### config.mk
export PLATFORM = sky130hd
export DESIGN_NAME = coin_acceptor_flat
export DESIGN_NICKNAME = d
export VERILOG_FILES = /design/src/rtl/washer_pkg.sv /design/src/rtl/coin_acceptor_if.sv /design/src/rtl/coin_decoder.sv /design/src/rtl/coin_acceptor.sv /design/src/flat_wrapper.sv
export SDC_FILE = /design/constraint.sdc
export NUM_CORES = 1
export LEC_CHECK = 0
export ABC_CLOCK_PERIOD_IN_PS = 4400
export BUFFER_PORTS_ARGS = -buffer_cell sky130_fd_sc_hd__buf_2
export CAP_MARGIN = 20
export CORE_ASPECT_RATIO = 1.75
export CORE_UTILIZATION = 45
export CTS_CLUSTER_DIAMETER = 80
export DETAILED_ROUTE_END_ITERATION = 10
export PLACE_DENSITY = 0.68
export SLEW_MARGIN = 20
export SYNTH_ARGS = -nofsm -noshare
export SYNTH_HDL_FRONTEND = slang
export SYNTH_SLANG_ARGS = --single-unit
### constraint.sdc
create_clock -name clk -period 4.4 [get_ports clk]
set_clock_uncertainty 0.15 [all_clocks]
set_input_delay 0.66 -clock clk [delete_from_list [all_inputs] [get_ports clk]]
set_output_delay 0.66 -clock clk [all_outputs]
set_load 0.01 [all_outputs]
### src/rtl/washer_pkg.sv
// ============================================================================
// Module      : washer_pkg
// Description : Shared FSM states, coin encodings and default prices for the
//               washer coin acceptor.
// Revision    : 1.0 - initial release
// ============================================================================
`default_nettype none

package washer_pkg;

    typedef enum logic [1:0] {
        ST_IDLE    = 2'd0,
        ST_COLLECT = 2'd1,
        ST_START   = 2'd2,
        ST_RUN     = 2'd3
    } state_t;

    localparam logic [1:0] c_COIN_1  = 2'b00;
    localparam logic [1:0] c_COIN_2  = 2'b01;
    localparam logic [1:0] c_COIN_5  = 2'b10;
    localparam logic [1:0] c_COIN_10 = 2'b11;

    // Widest denomination (10 units) fits in four bits.
    localparam int c_UNIT_W = 4;

    localparam int c_PRICE_SINGLE_DEF = 10;
    localparam int c_PRICE_DOUBLE_DEF = 15;
    localparam int c_CREDIT_W_DEF     = 6;

endpackage

`default_nettype wire

### src/rtl/coin_acceptor_if.sv
// ============================================================================
// Module      : coin_acceptor_if
// Description : Coin, selection and wash-FSM handshake bundle for the acceptor.
// Revision    : 1.0 - initial release
// ============================================================================
`default_nettype none

interface coin_acceptor_if
    import washer_pkg::*;
#(
    parameter int CREDIT_W = c_CREDIT_W_DEF
) ();

    logic                coin_valid;
    logic [1:0]          coin_value;
    logic                double_wash_sel;
    logic                refund_req;
    logic                laundry_done;
    logic                coin_insert;
    logic                double_wash;
    logic [CREDIT_W-1:0] credit;
    logic                change_valid;
    logic [CREDIT_W-1:0] change_amount;
    logic                coin_reject;

    modport master (
        output coin_valid, coin_value, double_wash_sel, refund_req, laundry_done,
        input  coin_insert, double_wash, credit, change_valid, change_amount, coin_reject
    );

    modport slave (
        input  coin_valid, coin_value, double_wash_sel, refund_req, laundry_done,
        output coin_insert, double_wash, credit, change_valid, change_amount, coin_reject
    );

endinterface

`default_nettype wire

### src/rtl/coin_decoder.sv
// ============================================================================
// Module      : coin_decoder
// Description : Combinational map from coin denomination code to credit units.
// Revision    : 1.0 - initial release
// ============================================================================
`default_nettype none

module coin_decoder
    import washer_pkg::*;
(
    input  wire [1:0]           i_coin_value,
    output logic [c_UNIT_W-1:0] o_units
);

    always_comb begin
        o_units = '0;
        case (i_coin_value)
            c_COIN_1:  o_units = c_UNIT_W'(1);
            c_COIN_2:  o_units = c_UNIT_W'(2);
            c_COIN_5:  o_units = c_UNIT_W'(5);
            c_COIN_10: o_units = c_UNIT_W'(10);
            default:   o_units = '0;
        endcase
    end

endmodule

`default_nettype wire

### src/rtl/coin_acceptor.sv
// ============================================================================
// Module      : coin_acceptor
// Description : Accumulates coin credit, starts a single/double wash once the
//               price is met and returns change. Optional refund path is
//               enabled by defining macro COIN_REFUND_EN.
// Revision    : 1.0 - initial release
// ============================================================================
`default_nettype none

module coin_acceptor
    import washer_pkg::*;
#(
    parameter int PRICE_SINGLE = c_PRICE_SINGLE_DEF,
    parameter int PRICE_DOUBLE = c_PRICE_DOUBLE_DEF,
    parameter int CREDIT_W     = c_CREDIT_W_DEF
) (
    input  wire             clk,
    input  wire             rst,
    coin_acceptor_if.slave  bus
);

    localparam logic [31:0] c_CREDIT_MAX = 32'((64'd1 << CREDIT_W) - 64'd1);

    state_t              r_state;
    logic [CREDIT_W-1:0] r_credit;
    logic [CREDIT_W-1:0] r_change_amount;
    logic                r_coin_insert;
    logic                r_double_wash;
    logic                r_change_valid;
    logic                r_coin_reject;

    logic [c_UNIT_W-1:0] w_units;
    logic [31:0]         w_sum;
    logic [31:0]         w_price;
    logic                w_overflow;
    logic                w_meets_price;
    logic                w_refund;

    coin_decoder u_coin_decoder (
        .i_coin_value (bus.coin_value),
        .o_units      (w_units)
    );

    // Sum is formed wide so an overflowing coin can be detected and refused.
    assign w_sum         = 32'(r_credit) + 32'(w_units);
    assign w_price       = bus.double_wash_sel ? 32'(PRICE_DOUBLE) : 32'(PRICE_SINGLE);
    assign w_overflow    = (w_sum > c_CREDIT_MAX);
    assign w_meets_price = (w_sum >= w_price);

`ifdef COIN_REFUND_EN
    assign w_refund = bus.refund_req;
`else
    logic w_unused_refund;
    assign w_unused_refund = bus.refund_req;
    assign w_refund        = 1'b0;
`endif

    always_ff @(posedge clk or negedge rst) begin
        if (!rst) begin
            r_state         <= ST_IDLE;
            r_credit        <= '0;
            r_change_amount <= '0;
            r_coin_insert   <= 1'b0;
            r_double_wash   <= 1'b0;
            r_change_valid  <= 1'b0;
            r_coin_reject   <= 1'b0;
        end else begin
            r_coin_insert  <= 1'b0;
            r_change_valid <= 1'b0;
            r_coin_reject  <= 1'b0;
            case (r_state)
                ST_IDLE, ST_COLLECT: begin
                    if ((r_state == ST_COLLECT) && w_refund) begin
                        // Refund wins over a coin arriving in the same cycle.
                        r_change_amount <= r_credit;
                        r_change_valid  <= 1'b1;
                        r_credit        <= '0;
                        r_coin_reject   <= bus.coin_valid;
                        r_state         <= ST_IDLE;
                    end else if (bus.coin_valid) begin
                        if (w_overflow) begin
                            r_coin_reject <= 1'b1;
                        end else if (w_meets_price) begin
                            r_credit        <= CREDIT_W'(w_sum);
                            r_change_amount <= CREDIT_W'(w_sum - w_price);
                            r_change_valid  <= 1'b1;
                            r_coin_insert   <= 1'b1;
                            r_double_wash   <= bus.double_wash_sel;
                            r_state         <= ST_START;
                        end else begin
                            r_credit <= CREDIT_W'(w_sum);
                            r_state  <= ST_COLLECT;
                        end
                    end
                end
                ST_START: begin
                    r_credit      <= '0;
                    r_coin_reject <= bus.coin_valid;
                    r_state       <= ST_RUN;
                end
                ST_RUN: begin
                    r_coin_reject <= bus.coin_valid;
                    if (bus.laundry_done) begin
                        r_double_wash <= 1'b0;
                        r_state       <= ST_IDLE;
                    end
                end
                default: begin
                    r_state <= ST_IDLE;
                end
            endcase
        end
    end

    assign bus.coin_insert   = r_coin_insert;
    assign bus.double_wash   = r_double_wash;
    assign bus.credit        = r_credit;
    assign bus.change_valid  = r_change_valid;
    assign bus.change_amount = r_change_amount;
    assign bus.coin_reject   = r_coin_reject;

endmodule

`default_nettype wire

### src/flat_wrapper.sv
// flat-port wrapper written by rule: the top's interface ports become plain ports
module coin_acceptor_flat import washer_pkg::*;
#(
    parameter int PRICE_SINGLE = c_PRICE_SINGLE_DEF,
    parameter int PRICE_DOUBLE = c_PRICE_DOUBLE_DEF,
    parameter int CREDIT_W     = c_CREDIT_W_DEF
)
  (clk, rst, bus_coin_valid, bus_coin_value, bus_double_wash_sel, bus_refund_req, bus_laundry_done, bus_coin_insert, bus_double_wash, bus_credit, bus_change_valid, bus_change_amount, bus_coin_reject);
  coin_acceptor_if #(.CREDIT_W(CREDIT_W)) bus_i ();
  input  wire clk;
  input  wire rst;
  input wire logic [$bits(bus_i.coin_valid)-1:0] bus_coin_valid;
  input wire logic [$bits(bus_i.coin_value)-1:0] bus_coin_value;
  input wire logic [$bits(bus_i.double_wash_sel)-1:0] bus_double_wash_sel;
  input wire logic [$bits(bus_i.refund_req)-1:0] bus_refund_req;
  input wire logic [$bits(bus_i.laundry_done)-1:0] bus_laundry_done;
  output wire logic [$bits(bus_i.coin_insert)-1:0] bus_coin_insert;
  output wire logic [$bits(bus_i.double_wash)-1:0] bus_double_wash;
  output wire logic [$bits(bus_i.credit)-1:0] bus_credit;
  output wire logic [$bits(bus_i.change_valid)-1:0] bus_change_valid;
  output wire logic [$bits(bus_i.change_amount)-1:0] bus_change_amount;
  output wire logic [$bits(bus_i.coin_reject)-1:0] bus_coin_reject;
  assign bus_i.coin_valid = bus_coin_valid;
  assign bus_i.coin_value = bus_coin_value;
  assign bus_i.double_wash_sel = bus_double_wash_sel;
  assign bus_i.refund_req = bus_refund_req;
  assign bus_i.laundry_done = bus_laundry_done;
  assign bus_coin_insert = bus_i.coin_insert;
  assign bus_double_wash = bus_i.double_wash;
  assign bus_credit = bus_i.credit;
  assign bus_change_valid = bus_i.change_valid;
  assign bus_change_amount = bus_i.change_amount;
  assign bus_coin_reject = bus_i.coin_reject;
  coin_acceptor #(.PRICE_SINGLE(PRICE_SINGLE), .PRICE_DOUBLE(PRICE_DOUBLE), .CREDIT_W(CREDIT_W)) u_core (.clk(clk), .rst(rst), .bus(bus_i));
endmodule
Yosys cells after proc, flatten, opt, wreduce, memory -nomap -nowiden
Index checks and enable logic that the tools add are counted.
{"block": "totals", "reg_bits": 17, "in_bits": 8, "output_inout_bits": 16, "wordCells": 53}
{"block": "classes", "addsub": 2, "n_lt_le_gt_ge": 2, "n_eq_ne": 10, "muxes": 22, "bitwise": 1, "reduce_logical": 10}
{"operator": "case mux 4 bit (4 select lines)", "count": 1}
{"operator": "two-way mux 6 bit", "count": 2}
{"operator": "case mux 6 bit (2 select lines)", "count": 1}
{"operator": "two-way mux 1 bit", "count": 10}
{"operator": "equality test 2 bit (second input constant)", "count": 4}
{"operator": "two-way mux 2 bit", "count": 4}
{"operator": "adder 6 x 4 -> 7 bit", "count": 1}
{"operator": "greater-or-equal comparator 7 x 4 -> 1 bit", "count": 1}
{"operator": "> comparator 7 x 6 -> 1 bit (second input constant)", "count": 1}
{"operator": "inequality test 2 bit (second input constant)", "count": 3}
{"operator": "case mux 2 bit (3 select lines)", "count": 1}
{"operator": "AND reduction 3 bit", "count": 2}
{"operator": "subtractor 6 bit", "count": 1}
{"operator": "AND reduction 5 bit", "count": 1}
{"operator": "equality test 2 x 1 -> 1 bit (second input constant)", "count": 2}
{"operator": "zero test 2 bit", "count": 2}
{"operator": "case mux 1 bit (2 select lines)", "count": 2}
{"operator": "AND reduction 4 bit", "count": 1}
{"operator": "nonzero test 2 bit", "count": 2}
{"operator": "OR reduction 2 bit", "count": 2}
{"operator": "two-way mux 3 bit", "count": 1}
{"operator": "inequality test 2 x 1 -> 1 bit (second input constant)", "count": 1}
{"operator": "NOT 1 bit", "count": 1}

Longest topological paths before layout
{"block": "depth", "word_depth": 8, "ltp_mapped": 10, "depth_no_buf": 10}

By module
From an unflattened synthesis, not the netlist that was laid out.
{"block": "unflattened", "hier_cells": 121, "hier_area_um2": 1144.8}
{"module": "coin_acceptor", "n_inst": 1, "cells_each": 117, "area_each_um2": 1124.8, "seq_area_each_um2": 425.4}
{"module": "coin_decoder", "n_inst": 1, "cells_each": 4, "area_each_um2": 20.0, "seq_area_each_um2": 0.0}

Worst setup path before layout
Ideal clock, no wire load.
{"block": "synth_timing", "path_type": "input port to flip-flop", "from": "input bus_coin_value[0]", "to": "register u_core.r_change_amount[1] (netlist: u_core.bus.change_amount[1])", "setup_time_ns": 0.125, "t_arrival_ns": 2.683, "required_ns": 4.125, "path_slack_ns": 1.442, "path_stages": 9, "path_buffers": 0, "cell_sequence": "inv_1 > ha_1 > fa_1 > xor2_1 > ha_1 > a31oi_1 > nor3_2 > o21ai_4 > mux2_4"}
{"block": "synth_between", "elab_chain_cells": 6, "elab_cells_between_ends": 11, "cone_classes": "2 x add/sub; 2 x order compare; 3 x eq/ne; 1 x mux; 1 x bitwise; 2 x reduce/logical"}
{"item": "start, declared", "line_no": "flat_wrapper.sv:13", "source": "input wire logic [$bits(bus_i.coin_value)-1:0] bus_coin_value;"}
{"item": "equality test 2 bit (tied with other cells)", "line_no": "coin_decoder.sv:17", "source": "case (i_coin_value)"}
{"item": "case mux 4 bit (4 select lines) (*)", "line_no": "coin_decoder.sv:17"}
{"item": "adder 6 x 4 -> 7 bit (*)", "line_no": "coin_acceptor.sv:45", "source": "assign w_sum = 32'(r_credit) + 32'(w_units);"}
{"item": "> comparator 7 x 6 -> 1 bit", "line_no": "coin_acceptor.sv:47", "source": "assign w_overflow = (w_sum > c_CREDIT_MAX);"}
{"item": "NOT 1 bit (no line)"}
{"item": "AND reduction 4 bit (no line)"}
{"item": "end signal, assigned", "line_no": "coin_acceptor.sv:75", "source": "r_change_amount <= r_credit;"}
{"item": "end signal, assigned", "line_no": "coin_acceptor.sv:85", "source": "r_change_amount <= CREDIT_W'(w_sum - w_price);"}
{"item": "end, declared", "line_no": "coin_acceptor.sv:26", "source": "logic [CREDIT_W-1:0] r_change_amount;"}
Every way passes the cells marked *; elsewhere a longest branch is shown, timed or not.
A chain may end at the register's enable or synchronous reset.

Worst setup path in the final report
{"block": "layout_timing", "from": "input bus_coin_value[0]", "to": "register u_core.r_change_amount[4] (netlist: u_core.bus.change_amount[4])"}
The elaborated chain is that of the path after synthesis.

==> summary.txt <==
Clock tree
  – Worst-Skew Late Latency: about 250 ps
  – Clock sinks: 17
  – TritonCTS clock tree: built
  – Post CTS Setup Buffer Count: 0
  – Longest Clk Path Bufs: 2
  – Inserted Clock Buffers: 3
  – H-tree depth: 1
  – Clk slew on worst S/H paths: approximately 70 ps
  – Clk root buf: clkbuf_8
  – Post-cts hold buffer count: 0
  – PostCTS Resize Cnt: 0

Hold path
  – Worst Hold Class: input port to asynchronous set/reset pin

Floorplanning
  – Die H: 67.73 um
  – Core area: 2302 um2
  – Initial Utilization: 48.26%
  – Die footprint: 2679 um2
  – Ports: 24
  – Die W: 39.56 um
  – Placement row count: 23

Placed design
  – Pre-CTS setup slack: approximately 1000 ps
  – Port buffer count: 22
  – Post-DP HPWL: ~1700 um
  – GPL Wtd Cong: about 0.83

Layout
  – Layout fillers: 218
  – Commonest non-fill, non-tap cell in the layout: buf_2
  – Fin nets: about 150
  – Most frequent cells in the layout: buf_2 (22), dfrtp_1 (17), inv_1 (9)
  – Layout overhead on the synthesized area: 15.54%
  – Fraction of layout cells with a size suffix above 1: 27.27%
  – Diode count: 0

Detailed routing
  – WL per Instance: roughly 14 um
  – Final wirelength: 2188 um
  – Initial drt markers: 11
  – Routed Antenna Nets: 0
  – First-pass detailed-route iteration total: 4
  – DR vias: 919
  – DRC viols: 0
  – Vias per inst: 5.854

Worst setup path
  – Startpoint types: input port
  – WP buf/inv: 2
  – Arrival time of the worst setup path: 3150 ps
  – Critical Path Slowest Stage Cell: fa_1
  – CP cell instances: buf_2, inv_1, ha_1, fa_1, xor2_1, ha_1, a31oi_1, nor3_2, o21ai_4, mux2_4
  – CP Capture Type: flip-flop
  – Critical path class: input port to flip-flop
  – Delay-heaviest family, CP: adder cells
  – Crit Path Max Fanout: 8
  – Most frequent CP cell: ha_1
  – Largest stage delay on the critical path: about 430 ps
  – Req. time, crit path: between 4000 and 5000 ps

Power
  – Worst VDD drop: about 0.00032 V
  – Lkg Pwr: around 0.66 nW
  – P per Cell Area: 741.4 nW/um2

Logic synthesis
  – Cell variety after synth: 40
  – Yosys reg bits: 17
  – Primary FF master, synth: dfrtp_1
  – Warnings, synthesis: 0
  – Post-synth EDFFs: 0
  – Register area share after synthesis: a little under two fifths
  – Cell Area, Synth: approximately 1100 um2
  – Syn_nets: 125
  – Share of the synthesized area in the top cell type: 38.29%
  – Ys async rst share: 100.0%
  – Dominant cells by area after synthesis: dfrtp_1 (38%), ha_1 (7.9%), mux2_4 (5.4%), mux2i_1 (3.6%), o21ai_0 (3.6%)
  – Mapped Cells: 109
  – Syn_area_per_cell: about 10 um2
  – Largest area contributor in the netlist: dfrtp_1

Timing
  – Fin crit share: 71.87%
  – Post-route worst setup slack: 1238 ps
  – Highest clock rate: ~320 MHz
  – Unrepaired setup endpoints after global routing: no
  – Worst Tran Pin Value: 479.8 ps
  – Setup-failing EPs final: 0
  – Minimum clock period: between 3000 and 4000 ps
  – Final max-slew violation count: 0
  – Slew margin rel.: 68.02%
  – Setup TNS: 0 ps
  – Final Hold Fails: 0

Global route
  – Global-route wire length before repair: between 3000 and 4000 um
  – Tot GR Track Use: around a fifth
  – Initial antenna violation count: 0
  – Total gr overflow: 0
  – Vias in the first global route: 879
  – Largest net degree at the start of global routing: 18

Run status
  – Status: finished clean

Job
  – Total of max-cap violations: 0
-- per-layer routing --
layer  global-route usage (%)  wire length (um)  vias to the layer above
met4                    12.50                80                        0
li1                         -                 -                      446
met5                        0                 0                        -
met1                    25.68               897                      439
met2                    33.81              1146                       26
met3                    1.974                64                        8
-- final timing paths --
check / startpoint / to / slack (ps) / cells after the start
worst max-delay path: bus_coin_value[0] / u_core.bus.change_amount[4] / 1240 / 10
max in group asynchronous: rst / u_core.bus.credit[0] / 3660 / 1
worst min-delay path: rst / u_core.bus.coin_reject / 170 / 1
worst min register to register: u_core.bus.change_amount[3] / u_core.bus.change_amount[3] / 360 / 1
worst max register to register: u_core.bus.credit[0] / u_core.bus.change_amount[4] / 1400 / 8
min in group clk: u_core.bus.change_amount[3] / u_core.bus.change_amount[3] / 360 / 1
-- power breakdown --
part	switching [mW]	internal [mW]
clock	0.0539	0.0628
sequential	0.0751	0.228
combinational	0.277	0.255
-- sequential cells by signal, indices dropped and copies added, names as in the netlist --
signal,count
u_core.bus.change_amount,6
u_core.bus.coin_insert,1
u_core.bus.coin_reject,1
u_core.bus.credit,6
u_core.bus.double_wash,1
u_core.r_state,2
-- stage by stage --
stage | area (um2) | power, mW | hold slack [ps] | utilization [%] | instances
final | 1284 | 0.9517 | 166.6 | 55.76 | 157
after global routing | 1284 | 1.048 | 198.8 | 55.76 | 157
after CTS | 1284 | 0.9613 | 183.0 | 55.76 | 157
after detailed placement | 1237 | 0.8419 | 350.7 | 53.75 | 153
after global placement | 1237 | 0.8265 | 341.0 | 53.75 | 153
after floorplan | 1111 | 0.7023 | 214.4 | - | 109
-- layout make-up --
class / instances / area [um2] / share of cell area, %
Tap cell: 25 / 31.28 / 2.437
Sequential cell: 17 / 425.4 / 33.14
Timing Repair Buffer: 22 / 110.1 / 8.577
Multi-Input combinational cell: 80 / 636.9 / 49.61
Clock inverter: 1 / 5.005 / 0.3899
Inverter: 9 / 33.78 / 2.632
Clock buffer: 3 / 41.29 / 3.216
-- cell usage after synthesis (2+ instances only) --
| master | count |
|---|---|
| nand2b_1 | 2 |
| o21ai_0 | 8 |
| xnor2_1 | 4 |
| nand2_1 | 5 |
| nor2_1 | 3 |
| a21oi_1 | 4 |
| nand3_1 | 5 |
| nor2b_1 | 2 |
| and3_1 | 2 |
| nor3_1 | 2 |
| dfrtp_1 | 17 |
| inv_1 | 9 |
| a31oi_1 | 3 |
| mux2_4 | 4 |
| xor2_1 | 2 |
| clkbuf_1 | 2 |
| mux2i_1 | 4 |
| a21o_1 | 3 |
| ha_1 | 7 |
-- logic make-up (layout without fill, tap and decap cells) --
kind of cell               count (synthesis)  after routing  share of synthesized area, %
muxes                                      8              8                         9.009
buffers and inverters                     12             35                         4.392
DFF                                       17             17                         38.29
xor gates and xnor gates                   6              6                         4.730
adders and majority gates                  8              8                         9.684
and+or+nand+nor                           27             27                         13.74
AOI/OAI and AO/OA                         31             31                         20.16
Note: power is estimated with default switching activity, not from simulation.
